--- config.mk ---
export PLATFORM = sky130hd
export DESIGN_NAME = serial_mem_bridge
export DESIGN_NICKNAME = d
export VERILOG_FILES = /design/src/rtl/serial_bridge_pkg.sv /design/src/rtl/bridge_timeout.sv /design/src/rtl/serial_mem_bridge.sv
export SDC_FILE = /design/constraint.sdc
export NUM_CORES = 1
export LEC_CHECK = 0
export CELL_PAD_IN_SITES_DETAIL_PLACEMENT = 1
export CELL_PAD_IN_SITES_GLOBAL_PLACEMENT = 1
export CORE_MARGIN = 10
export CORE_UTILIZATION = 36
export DETAILED_ROUTE_END_ITERATION = 12
export PLACE_DENSITY = 0.84
export SLEW_MARGIN = 0
export SYNTH_ARGS = -nofsm -noshare
export SYNTH_HDL_FRONTEND = slang
export SYNTH_SLANG_ARGS = --single-unit
--- constraint.sdc ---
create_clock -name i_Clk -period 2.35 [get_ports i_Clk]
set_input_delay 0.235 -clock i_Clk [delete_from_list [all_inputs] [get_ports i_Clk]]
set_output_delay 0.235 -clock i_Clk [all_outputs]
set_load 0.005 [all_outputs]
--- src/rtl/serial_bridge_pkg.sv ---
// Shared constants and FSM state encoding for serial_mem_bridge.
package serial_bridge_pkg;

  localparam logic [7:0] CMD_WRITE = 8'h57;
  localparam logic [7:0] CMD_READ  = 8'h52;
  localparam logic [7:0] CMD_GO    = 8'h47;
  localparam logic [7:0] ACK_BYTE  = 8'h06;
  localparam logic [7:0] NAK_BYTE  = 8'h15;

  typedef enum logic [3:0] {
    ST_IDLE      = 4'd0,
    ST_GET_ADDR  = 4'd1,
    ST_GET_DATA  = 4'd2,
    ST_WRITE     = 4'd3,
    ST_RD_LAT    = 4'd4,
    ST_SEND      = 4'd5,
    ST_SEND_WAIT = 4'd6,
    ST_RUN       = 4'd7,
    ST_RUN_WAIT  = 4'd8,
    ST_REPLY     = 4'd9
  } state_t;

endpackage

--- src/rtl/bridge_timeout.sv ---
// Loadable down-counter; o_expired flags an enabled counter that has reached zero.
module bridge_timeout #(
  parameter int unsigned LOAD = 100
) (
  input  logic i_Clk,
  input  logic i_Rst,
  input  logic i_load,
  input  logic i_en,
  output logic o_expired
);

  localparam int unsigned CW = $clog2(LOAD + 1);

  logic [CW-1:0] r_cnt;

  always_ff @(posedge i_Clk or posedge i_Rst) begin
    if (i_Rst)                     r_cnt <= CW'(LOAD);
    else if (i_load)               r_cnt <= CW'(LOAD);
    else if (i_en && r_cnt != '0)  r_cnt <= r_cnt - 1'b1;
  end

  assign o_expired = i_en && (r_cnt == '0);

endmodule

--- src/rtl/serial_mem_bridge.sv ---
// Command-driven UART byte <-> word memory bridge with write, read-back and processor run.
// Optional inter-byte timeout enabled by defining BRIDGE_TIMEOUT_EN.
module serial_mem_bridge
  import serial_bridge_pkg::*;
#(
  parameter int unsigned DATA_W      = 32,
  parameter int unsigned ADDR_W      = 4,
  parameter int unsigned TIMEOUT_CYC = 50_000_000
) (
  input  logic              i_Clk,
  input  logic              i_Rst,
  input  logic [7:0]        i_rx_data,
  input  logic              i_rx_valid,
  input  logic              i_tx_busy,
  output logic [7:0]        o_tx_data,
  output logic              o_tx_send,
  output logic [ADDR_W-1:0] o_mem_addr,
  output logic [DATA_W-1:0] o_mem_wdata,
  output logic              o_mem_we,
  input  logic [DATA_W-1:0] i_mem_rdata,
  output logic              o_start,
  input  logic              i_proc_busy,
  output logic [3:0]        o_state
);

  localparam int unsigned BYTES = DATA_W / 8;
  localparam logic [3:0]  LAST  = 4'(BYTES - 1);

  state_t            r_state, w_next;
  logic [7:0]        r_cmd, r_reply, w_rd_byte;
  logic [ADDR_W-1:0] r_addr;
  logic [DATA_W-1:0] r_wdata;
  logic [3:0]        r_cnt;
  logic [1:0]        r_ign;
  logic              r_rd, r_seen_busy, w_timeout;

`ifdef BRIDGE_TIMEOUT_EN
  logic w_tmo_en, w_tmo_load;
  assign w_tmo_en   = (r_state == ST_GET_ADDR) || (r_state == ST_GET_DATA);
  assign w_tmo_load = i_rx_valid || !w_tmo_en;

  bridge_timeout #(.LOAD(TIMEOUT_CYC)) u_timeout (
    .i_Clk     (i_Clk),
    .i_Rst     (i_Rst),
    .i_load    (w_tmo_load),
    .i_en      (w_tmo_en),
    .o_expired (w_timeout)
  );
`else
  // Parameter stays referenced so the interface is identical in both builds.
  assign w_timeout = (TIMEOUT_CYC == 0) & 1'b0;
`endif

  always_comb begin
    w_rd_byte = '0;
    for (int unsigned k = 0; k < BYTES; k++)
      if (r_cnt == 4'(k)) w_rd_byte = i_mem_rdata[8*k +: 8];
  end

  always_comb begin
    w_next    = r_state;
    o_tx_send = 1'b0;
    o_tx_data = '0;
    o_mem_we  = 1'b0;
    o_start   = 1'b0;
    case (r_state)
      ST_IDLE: if (i_rx_valid) begin
        if (i_rx_data == CMD_WRITE || i_rx_data == CMD_READ) w_next = ST_GET_ADDR;
        else if (i_rx_data == CMD_GO && !i_proc_busy)        w_next = ST_RUN;
        else                                                  w_next = ST_REPLY;
      end
      ST_GET_ADDR: begin
        if (i_rx_valid)     w_next = (r_cmd == CMD_WRITE) ? ST_GET_DATA : ST_RD_LAT;
        else if (w_timeout) w_next = ST_REPLY;
      end
      ST_GET_DATA: begin
        if (i_rx_valid)     w_next = (r_cnt == LAST) ? ST_WRITE : ST_GET_DATA;
        else if (w_timeout) w_next = ST_REPLY;
      end
      ST_WRITE: begin
        o_mem_we = 1'b1;
        w_next   = ST_REPLY;
      end
      ST_RD_LAT: w_next = ST_SEND;
      ST_SEND: if (!i_tx_busy) begin
        o_tx_send = 1'b1;
        o_tx_data = w_rd_byte;
        w_next    = ST_SEND_WAIT;
      end
      ST_SEND_WAIT: if (r_ign == '0 && !i_tx_busy)
        w_next = (r_rd && r_cnt != LAST) ? ST_SEND : ST_IDLE;
      ST_RUN: begin
        o_start = 1'b1;
        w_next  = ST_RUN_WAIT;
      end
      ST_RUN_WAIT: if (r_seen_busy && !i_proc_busy) w_next = ST_REPLY;
      ST_REPLY: if (!i_tx_busy) begin
        o_tx_send = 1'b1;
        o_tx_data = r_reply;
        w_next    = ST_SEND_WAIT;
      end
      default: w_next = ST_IDLE;
    endcase
  end

  always_ff @(posedge i_Clk or posedge i_Rst) begin
    if (i_Rst) begin
      r_state     <= ST_IDLE;
      r_cmd       <= '0;
      r_reply     <= '0;
      r_addr      <= '0;
      r_wdata     <= '0;
      r_cnt       <= '0;
      r_ign       <= '0;
      r_rd        <= 1'b0;
      r_seen_busy <= 1'b0;
    end else begin
      r_state <= w_next;
      case (r_state)
        ST_IDLE: if (i_rx_valid) begin
          r_cmd       <= i_rx_data;
          r_cnt       <= '0;
          r_rd        <= 1'b0;
          r_seen_busy <= 1'b0;
          r_reply     <= NAK_BYTE;
        end
        ST_GET_ADDR: begin
          if (i_rx_valid) begin
            r_addr <= i_rx_data[ADDR_W-1:0];
            r_rd   <= (r_cmd == CMD_READ);
          end else if (w_timeout) r_reply <= NAK_BYTE;
        end
        ST_GET_DATA: begin
          if (i_rx_valid) begin
            for (int unsigned k = 0; k < BYTES; k++)
              if (r_cnt == 4'(k)) r_wdata[8*k +: 8] <= i_rx_data;
            r_cnt <= (r_cnt == LAST) ? '0 : r_cnt + 4'd1;
          end else if (w_timeout) r_reply <= NAK_BYTE;
        end
        ST_WRITE: r_reply <= ACK_BYTE;
        ST_SEND:  if (!i_tx_busy) r_ign <= 2'd2;
        ST_REPLY: if (!i_tx_busy) r_ign <= 2'd2;
        // Busy is blind for two cycles after a send while Serial raises its flag.
        ST_SEND_WAIT: begin
          if (r_ign != '0) r_ign <= r_ign - 2'd1;
          else if (!i_tx_busy && r_rd && r_cnt != LAST) r_cnt <= r_cnt + 4'd1;
        end
        ST_RUN_WAIT: begin
          if (i_proc_busy) r_seen_busy <= 1'b1;
          if (r_seen_busy && !i_proc_busy) r_reply <= ACK_BYTE;
        end
        default: ;
      endcase
    end
  end

  assign o_mem_addr  = r_addr;
  assign o_mem_wdata = r_wdata;
  assign o_state     = r_state;

endmodule

# After elaboration in Yosys (flattened, before gate mapping)
# Cells that the tools add are included.
[word_totals]
inputBits = 45
register_bits = 64
[classes]
n_eq_ne = 28
muxes = 40
n_addsub = 2
n_reduce_logical = 31
[ops]
columns = ["cell", "count"]
rows = [
  ["two-way mux 8 bit", 8],
  ["two-way mux 4 bit", 13],
  ["== test 8 x 7 -> 1 bit (second input constant)", 5],
  ["case mux 4 bit (9 select lines)", 1],
  ["case mux 8 bit (3 select lines)", 1],
  ["AND reduction 3 bit", 8],
  ["inequality test 2 bit (second input constant)", 10],
  ["== test 4 x 2 -> 1 bit (second input constant)", 4],
  ["== test 4 x 3 -> 1 bit (second input constant)", 4],
  ["case mux 8 bit (2 select lines)", 1],
  ["case mux 4 bit (3 select lines)", 1],
  ["== test 4 x 1 -> 1 bit (second input constant)", 2],
  ["== test 4 bit (second input constant)", 2],
  ["zero test 4 bit", 2],
  ["two-way mux 1 bit", 8],
  ["nonzero test 2 bit", 4],
  ["logical AND 1 bit", 6],
  ["two-way mux 3 bit", 2],
  ["AND reduction 6 bit", 1],
  ["nonzero test 3 bit", 2],
  ["AND reduction 5 bit", 1],
  ["adder 4 x 1 -> 4 bit (second input constant)", 1],
  ["two-way mux 2 bit", 2],
  ["inequality test 4 x 2 -> 1 bit (second input constant)", 1],
  ["other kinds (8)", 11],
]

# Logic depth before layout (Yosys ltp)
# Gate-level depths: netlist (run 1).
[logic_depth]
word_depth = 7
ltp_mapped = 9

# Worst setup path after synthesis (run 1)
# No wires, ideal clock.
[synth_path]
path_type = "register to output"
from = "reg r_cnt[0]"
to = "out o_tx_data[1]"
arrival_ns = 1.657
t_required_ns = 2.115
setup_slack_ns = 0.458
stages_incl_launch_ff = 9
cell_sequence = "dfrtp_1 > ha_1 > clkbuf_1 > nor2b_1 > clkbuf_1 > a221oi_1 > nor3_1 > a21oi_1 > o21ai_0"
[synth_between]
elab_chain_cells = 7
word_cells_on_any_way = 10
cone_classes = "eq/ne: 3; mux: 6; reduce/logical: 1"
[synth_lines]
columns = ["element", "line", "text"]
rows = [
  ["start, declared", "serial_mem_bridge.sv:33", "logic [3:0] r_cnt;"],
  ["start signal, assigned", "serial_mem_bridge.sv:137", "r_cnt <= (r_cnt == LAST) ? '0 : r_cnt + 4'd1;"],
  ["start signal, assigned", "serial_mem_bridge.sv:146", "else if (!i_tx_busy && r_rd && r_cnt != LAST) r_cnt <= r_cnt + 4'd1;"],
  ["zero test 4 bit", "serial_mem_bridge.sv:57", "if (r_cnt == 4'(k)) w_rd_byte = i_mem_rdata[8*k +: 8];"],
  ["two-way mux 8 bit (3 in a row)", "serial_mem_bridge.sv:57", ""],
  ["two-way mux 8 bit (*)", "serial_mem_bridge.sv:57", ""],
  ["two-way mux 8 bit (*)", "serial_mem_bridge.sv:85", "ST_SEND: if (!i_tx_busy) begin"],
  ["case mux 8 bit (2 select lines) (*)", "serial_mem_bridge.sv:66", "case (r_state)"],
  ["end, declared", "serial_mem_bridge.sv:15", "output logic [7:0] o_tx_data,"],
]
# Mark *: on every way between the ends. The rest lies on a longest branch, timed or not.

# Final worst setup path (run 1)
[layout_path]
from = "reg r_cnt[0]"
to = "out o_tx_data[4]"
# Same word-level chain as after synthesis.

==> results.json, run 1 <==
{
  "synth_top_area_share_pct": 48.0,
  "mostFrequentLayoutCell": "clkdlybuf4s50_1",
  "grt_max_degree": 60,
  "fmax_mhz": 439,
  "antenna_cells": 0,
  "ios": 96,
  "clkLatencyLatePin_ns": 0.35,
  "final_cells": 516,
  "cts_max_level": 3,
  "dp_cells": 492,
  "synth_edf_count": 0,
  "powerDensity_nw_per_um2": 979,
  "core_area_um2": 8260,
  "die_h_um": 112,
  "drc": 0,
  "ys_warn_count": 0,
  "maxCapViolCount": 0,
  "clk_pin_slew_ns": 0.08,
  "hold_violations": 0,
  "antenna_found_initial": 0,
  "wl_per_cell_um": 20.0,
  "worstSetupPathType": "register to output pin",
  "num-fill-cells": 910,
  "drive_gt1_share_pct": 29.7,
  "first_pass_iters": 4,
  "worstPathArrival_ns": 2.04,
  "cts_tree": "done",
  "slew_headroom_pct": 69.0,
  "pre_cts_ws_ns": -0.158,
  "grt_pass1_wl_um": 16200,
  "drtIter0Drc": 104,
  "rows": 33,
  "hold_buffers": 0,
  "num_vias": 2780,
  "overflow": 0,
  "hp-class": "input port to async pin",
  "areaGrowthSynthToFinish_pct": 48.8,
  "tightest_slew_ns": 0.459,
  "final-setup-viol-count": 0,
  "endpoint_kind": "output pin",
  "cts_root_buf": "clkbuf_8",
  "synth_area_leaders": "dfrtp_1, mux2_2, nand2_1",
  "fin_crit_ns": 2.28,
  "syn-cell-area_um2": 3070,
  "cts_num_sinks": 59,
  "synthArstFlopShare_pct": 100,
  "final_util_pct": 55.4,
  "initial_core_util_pct": 37.2,
  "crit_path_start_kind": "register",
  "synth.distinct_cells": 51,
  "fin_nets": 456,
  "skew_ns": 0.0128,
  "timing.final.crit_share_pct": 97.0,
  "maxSlewViolCount": 0,
  "io_buffers": 95,
  "drtAntennaViolNets": 0,
  "ys_ff_latch": 59,
  "clk_path_buf_depth": 2,
  "synth_cells": 286,
  "place.gp.congestion": 0.910,
  "crit_path_max_fanout": 6,
  "cp_data_required_time_ns": 2.12,
  "die_area_um2": 12600,
  "die_x_um": 112,
  "outcome": "finished clean",
  "synth_ff_type": "dfrtp_1",
  "synth_area_per_cell_um2": 10.7,
  "synth_nets": 336,
  "layout_setup_ws_ns": 0.0716,
  "rsz0062_at_grt": "true",
  "ir_worst_vdd_v": 0.000559,
  "cts_buffers": 9,
  "grt_usage_pct": 15.7,
  "finalWirelength_um": 10300,
  "yosysSeqAreaShare_pct": 48.0,
  "place_hpwl_um": 7610,
  "via_per_inst": 5.39,
  "grt_pass1_vias": 3034,
  "leakagePower_nw": 2.00,
  "synth.largest_area_cell": "dfrtp_1",
  "layout_common_cells": "clkdlybuf4s50_1, dfrtp_1, mux2_2"
}
registers in the layout (all words and copies together), names as in the netlist:
register and flops:
r_seen_busy 1, r_reply 3, o_mem_wdata 32, r_cnt 4, o_state 4, r_cmd 8
o_mem_addr 4, r_rd 1, r_ign 2
stage by stage:
| stage | setup TNS, ns | hold WS (ns) | area (µm²) | total power [mW] |
|---|---|---|---|---|
| 2_1_floorplan | 0 | 0.367 | 3070 | 2.53 |
| 3_3_place_gp | -0.104 | 0.452 | 4260 | 3.31 |
| 3_5_place_dp | -0.664 | 0.465 | 4260 | 3.39 |
| 4_1_cts | -0.205 | 0.265 | 4490 | 4.37 |
| 5_1_grt | -0.182 | 0.291 | 4570 | 4.79 |
| 6_report | 0 | 0.259 | 4570 | 4.48 |
routing by layer:
layer	share of wire [%]	vias to the layer above	wire length [µm]	GRT usage, %
met4	1.6	0	161	5.08
met3	9.7	16	1000	7.40
met5	0	-	0	0
met2	46	108	4770	25.1
met1	42	1377	4380	18.4
li1	-	1279	-	-
power breakdown:
part           leakage, nW  switching, mW  internal, mW  total, mW
sequential           0.763          0.231          1.30       1.53
clock               0.0879          0.469         0.398      0.866
combinational         1.15          0.950          1.13       2.08
total                 2.00           1.65          2.83       4.48
kinds of logic (layout without fill, tap and decap cells):
family / after synthesis / in the layout / share of synthesized area, %
xor gates and xnor gates: 4 / 4 / 1.14
adders and majority gates: 5 / 5 / 2.04
muxes: 45 / 45 / 16.5
and+or+nand+nor: 93 / 93 / 16.5
buffers and inverters: 25 / 150 / 3.38
AOI/OAI and AO/OA: 55 / 55 / 12.4
DFF: 59 / 59 / 48.0
cells in the mapped netlist, drive strengths merged (3+ instances only):
library cell  number
nor2b              8
nand3              9
a21oi             14
dfrtp             59
mux2              45
xor2               3
clkbuf             8
nor3              12
nand2b             5
a221oi             8
buf                7
ha                 5
a21boi             4
nor2              14
o21ai             10
nor3b              3
a21o               3
nand2             25
inv               10
layout make-up:
cell class              instances  area, µm²  share of cell area, %
multi-input cells             202       1580                   34.4
inverters                      10       37.5                  0.821
repair buffers                124       1160                   25.4
well taps                     105        131                   2.87
clock inverters                 7       61.3                   1.34
flip-flops and latches         59       1480                   32.4
clock buffers                   9        124                   2.71
worst max-delay path: stages (launching register included):
cell	delay (ns)
dfrtp_2	0.45
buf_4	0.16
ha_4	0.17
nor2b_4	0.20
buf_6	0.14
buf_4	0.10
a221oi_1	0.06
a21o_1	0.16
o21ai_1	0.13
clkbuf_2	0.14
worst paths after layout:
path | start | end | slack, ns | cells after the start
worst min-delay path | i_Rst | o_mem_wdata[10] | 0.26 | 3
max in group asynchronous | i_Rst | o_state[0] | 1.80 | 3
worst max-delay path | r_cnt[0] | o_tx_data[4] | 0.07 | 9
worst max register to register | r_cnt[1] | o_mem_wdata[28] | 0.32 | 5
worst min register to register | r_cmd[2] | r_rd | 0.48 | 1
min in group i_Clk | r_cmd[2] | r_rd | 0.48 | 1
repair_timing:
action	CTS	global route
setup endpoints to repair	8	10
setup buffers	2	6
pin swaps	3	6
gates resized for setup	19	26
No activity file was read; power rests on OpenSTA's default activity.
==> run 2: changes to the inputs <==
--- a/config.mk
+++ b/config.mk
@@ -8,9 +8,10 @@
 export CELL_PAD_IN_SITES_DETAIL_PLACEMENT = 1
 export CELL_PAD_IN_SITES_GLOBAL_PLACEMENT = 1
 export CORE_MARGIN = 10
-export CORE_UTILIZATION = 36
+export CORE_UTILIZATION = 37
+export CTS_BUF_LIST = sky130_fd_sc_hd__clkbuf_4
 export DETAILED_ROUTE_END_ITERATION = 12
-export PLACE_DENSITY = 0.84
+export PLACE_DENSITY = 0.86
 export SLEW_MARGIN = 0
 export SYNTH_ARGS = -nofsm -noshare
 export SYNTH_HDL_FRONTEND = slang
==> run 2 against run 1 <==
  * Sequential power down 4%
  * Power rose by 0.33%
  * Clock-buffer cell count stayed put
  * Global-route usage increased by 1.2 points
  * First-iteration DRC count up 36%
  * Die area is 2.2% lower
  * Highest routed layer unchanged
  * Sequential share of layout area down 0.38 points
==> results.json, run 2 (synthesis gave the netlist of run 1 again) <==
{
  "worstSetupPathType": "register to output pin",
  "antenna_found_initial": 0,
  "wl_per_cell_um": 20.7,
  "drtAntennaViolNets": 0,
  "finalWirelength_um": 10700,
  "timing.final.crit_share_pct": 95.0,
  "drive_gt1_share_pct": 31.9,
  "endpoint_kind": "output pin",
  "drtIter0Drc": 141,
  "ir_worst_vdd_v": 0.000493,
  "ios": 96,
  "grt_pass1_wl_um": 17100,
  "r2r_cells": 7,
  "clk_path_buf_depth": 2,
  "io_buffers": 95,
  "cts_buffers": 9,
  "cts_root_buf": "clkbuf_4",
  "cts_tree": "done",
  "areaGrowthSynthToFinish_pct": 50.3,
  "maxSlewViolCount": 0,
  "fmax_mhz": 448,
  "fin_crit_ns": 2.23,
  "fin_nets": 456,
  "antenna_cells": 0,
  "cp_cell_sequence": "inv_2, ha_4, nor2b_4, buf_4, a221oi_2, nor3_1, a21oi_1, o21ai_1, buf_2",
  "maxCapViolCount": 0,
  "num_vias": 2774,
  "grt_usage_pct": 16.9,
  "hold_violations": 0,
  "overflow": 0,
  "core_area_um2": 8130,
  "grt_max_degree": 60,
  "die_x_um": 111,
  "worst-path-stages": 9,
  "num-fill-cells": 888,
  "drc": 0,
  "cts_max_level": 3,
  "leakagePower_nw": 2.00,
  "final-setup-viol-count": 0,
  "layout_setup_ws_ns": 0.118,
  "crit_path_start_kind": "register",
  "final_cells": 516,
  "rsz0062_at_grt": "true",
  "cp_data_required_time_ns": 2.12,
  "pre_cts_ws_ns": -0.0206,
  "first_pass_iters": 4,
  "powerDensity_nw_per_um2": 972,
  "initial_core_util_pct": 37.8,
  "rows": 33,
  "clk_pin_slew_ns": 0.12,
  "die_area_um2": 12400,
  "crit_path_max_fanout": 4,
  "cts_num_sinks": 59,
  "die_h_um": 111,
  "mostFrequentLayoutCell": "clkdlybuf4s50_1",
  "skew_ns": 0.0109,
  "hold_buffers": 0,
  "dp_cells": 492,
  "worstPathArrival_ns": 2.00,
  "place_hpwl_um": 7970,
  "layout_common_cells": "clkdlybuf4s50_1, dfrtp_1, mux2_2",
  "grt_pass1_vias": 3102,
  "largest_register_ffs": 32,
  "critPathTopFamily": "compound AO/OA/AOI/OAI gates",
  "slowest_stage": "dfrtp_1",
  "hp-class": "input port to async pin",
  "via_per_inst": 5.38,
  "slew_headroom_pct": 68.4,
  "clkLatencyLatePin_ns": 0.42,
  "tightest_slew_ns": 0.470,
  "worst_path_largest_cell_delay_ns": 0.41,
  "outcome": "finished clean",
  "place.gp.congestion": 0.902,
  "cp_num_buf_inv": 3
}
==> run 2: worst paths after layout <==
| check | start | end | slack, ns |
|---|---|---|---|
| hold / removal | i_Rst | o_mem_wdata[2] | 0.17 |
| setup / recovery | r_cnt[1] | o_tx_data[2] | 0.12 |
| setup reg to reg | r_cnt[0] | o_state[0] | 0.35 |
| hold reg to reg | r_reply[2] | r_reply[2] | 0.49 |
| max in group asynchronous | i_Rst | o_state[2] | 1.89 |
| min in group i_Clk | r_reply[2] | r_reply[2] | 0.49 |
==> run 2: per-layer routing <==
metal	track usage [%]	wire [µm]
met5	0	0
met4	4.37	135
met3	6.66	743
met2	27.7	5180
met1	20.3	4640
==> run 2: where the power goes <==
group	leakage, nW	switching (mW)	internal, mW	total (mW)
clock network	0.0794	0.445	0.343	0.788
registers	0.766	0.176	1.30	1.47
logic	1.16	1.05	1.18	2.23
==> run 2: stage by stage <==
step	setup TNS [ns]	utilization (%)	total power, mW	hold WS [ns]	cell area (µm²)
2_1_floorplan	0	-	2.53	0.367	3070
3_3_place_gp	0	52.4	3.32	0.457	4260
5_1_grt	-0.0452	56.8	4.81	0.171	4620
6_report	0	56.8	4.49	0.169	4620
3_5_place_dp	-0.0206	52.4	3.42	0.465	4260
4_1_cts	-0.0709	55.5	4.36	0.169	4510
==> run 2: cell type report <==
cell class / instances / area, µm² / share of cell area, %
Clock buffer: 9 / 67.6 / 1.46
Timing Repair Buffer: 124 / 1170 / 25.3
Clock inverter: 7 / 83.8 / 1.81
Inverter: 10 / 37.5 / 0.812
Tap cell: 105 / 131 / 2.84
Sequential cell: 59 / 1480 / 32.0
Multi-Input combinational cell: 202 / 1650 / 35.8
==> run 2: worst reg2reg max path, stage by stage, from the launching register on <==
cell and delay, ns:
dfrtp_1 0.40, buf_6 0.14, ha_4 0.17, or3b_2 0.51, nand3_1 0.10, a21boi_0 0.09, o311ai_0 0.37, nand2_1 0.10
==> run 2: timing repair <==
| action | CTS | global route |
|---|---|---|
| resized for setup | 34 | 32 |
| endpoints found under the hold margin | 0 | 0 |
| buffers inserted | 5 | 3 |
| pin swaps | 5 | 6 |
| setup endpoints to repair | 9 | 9 |
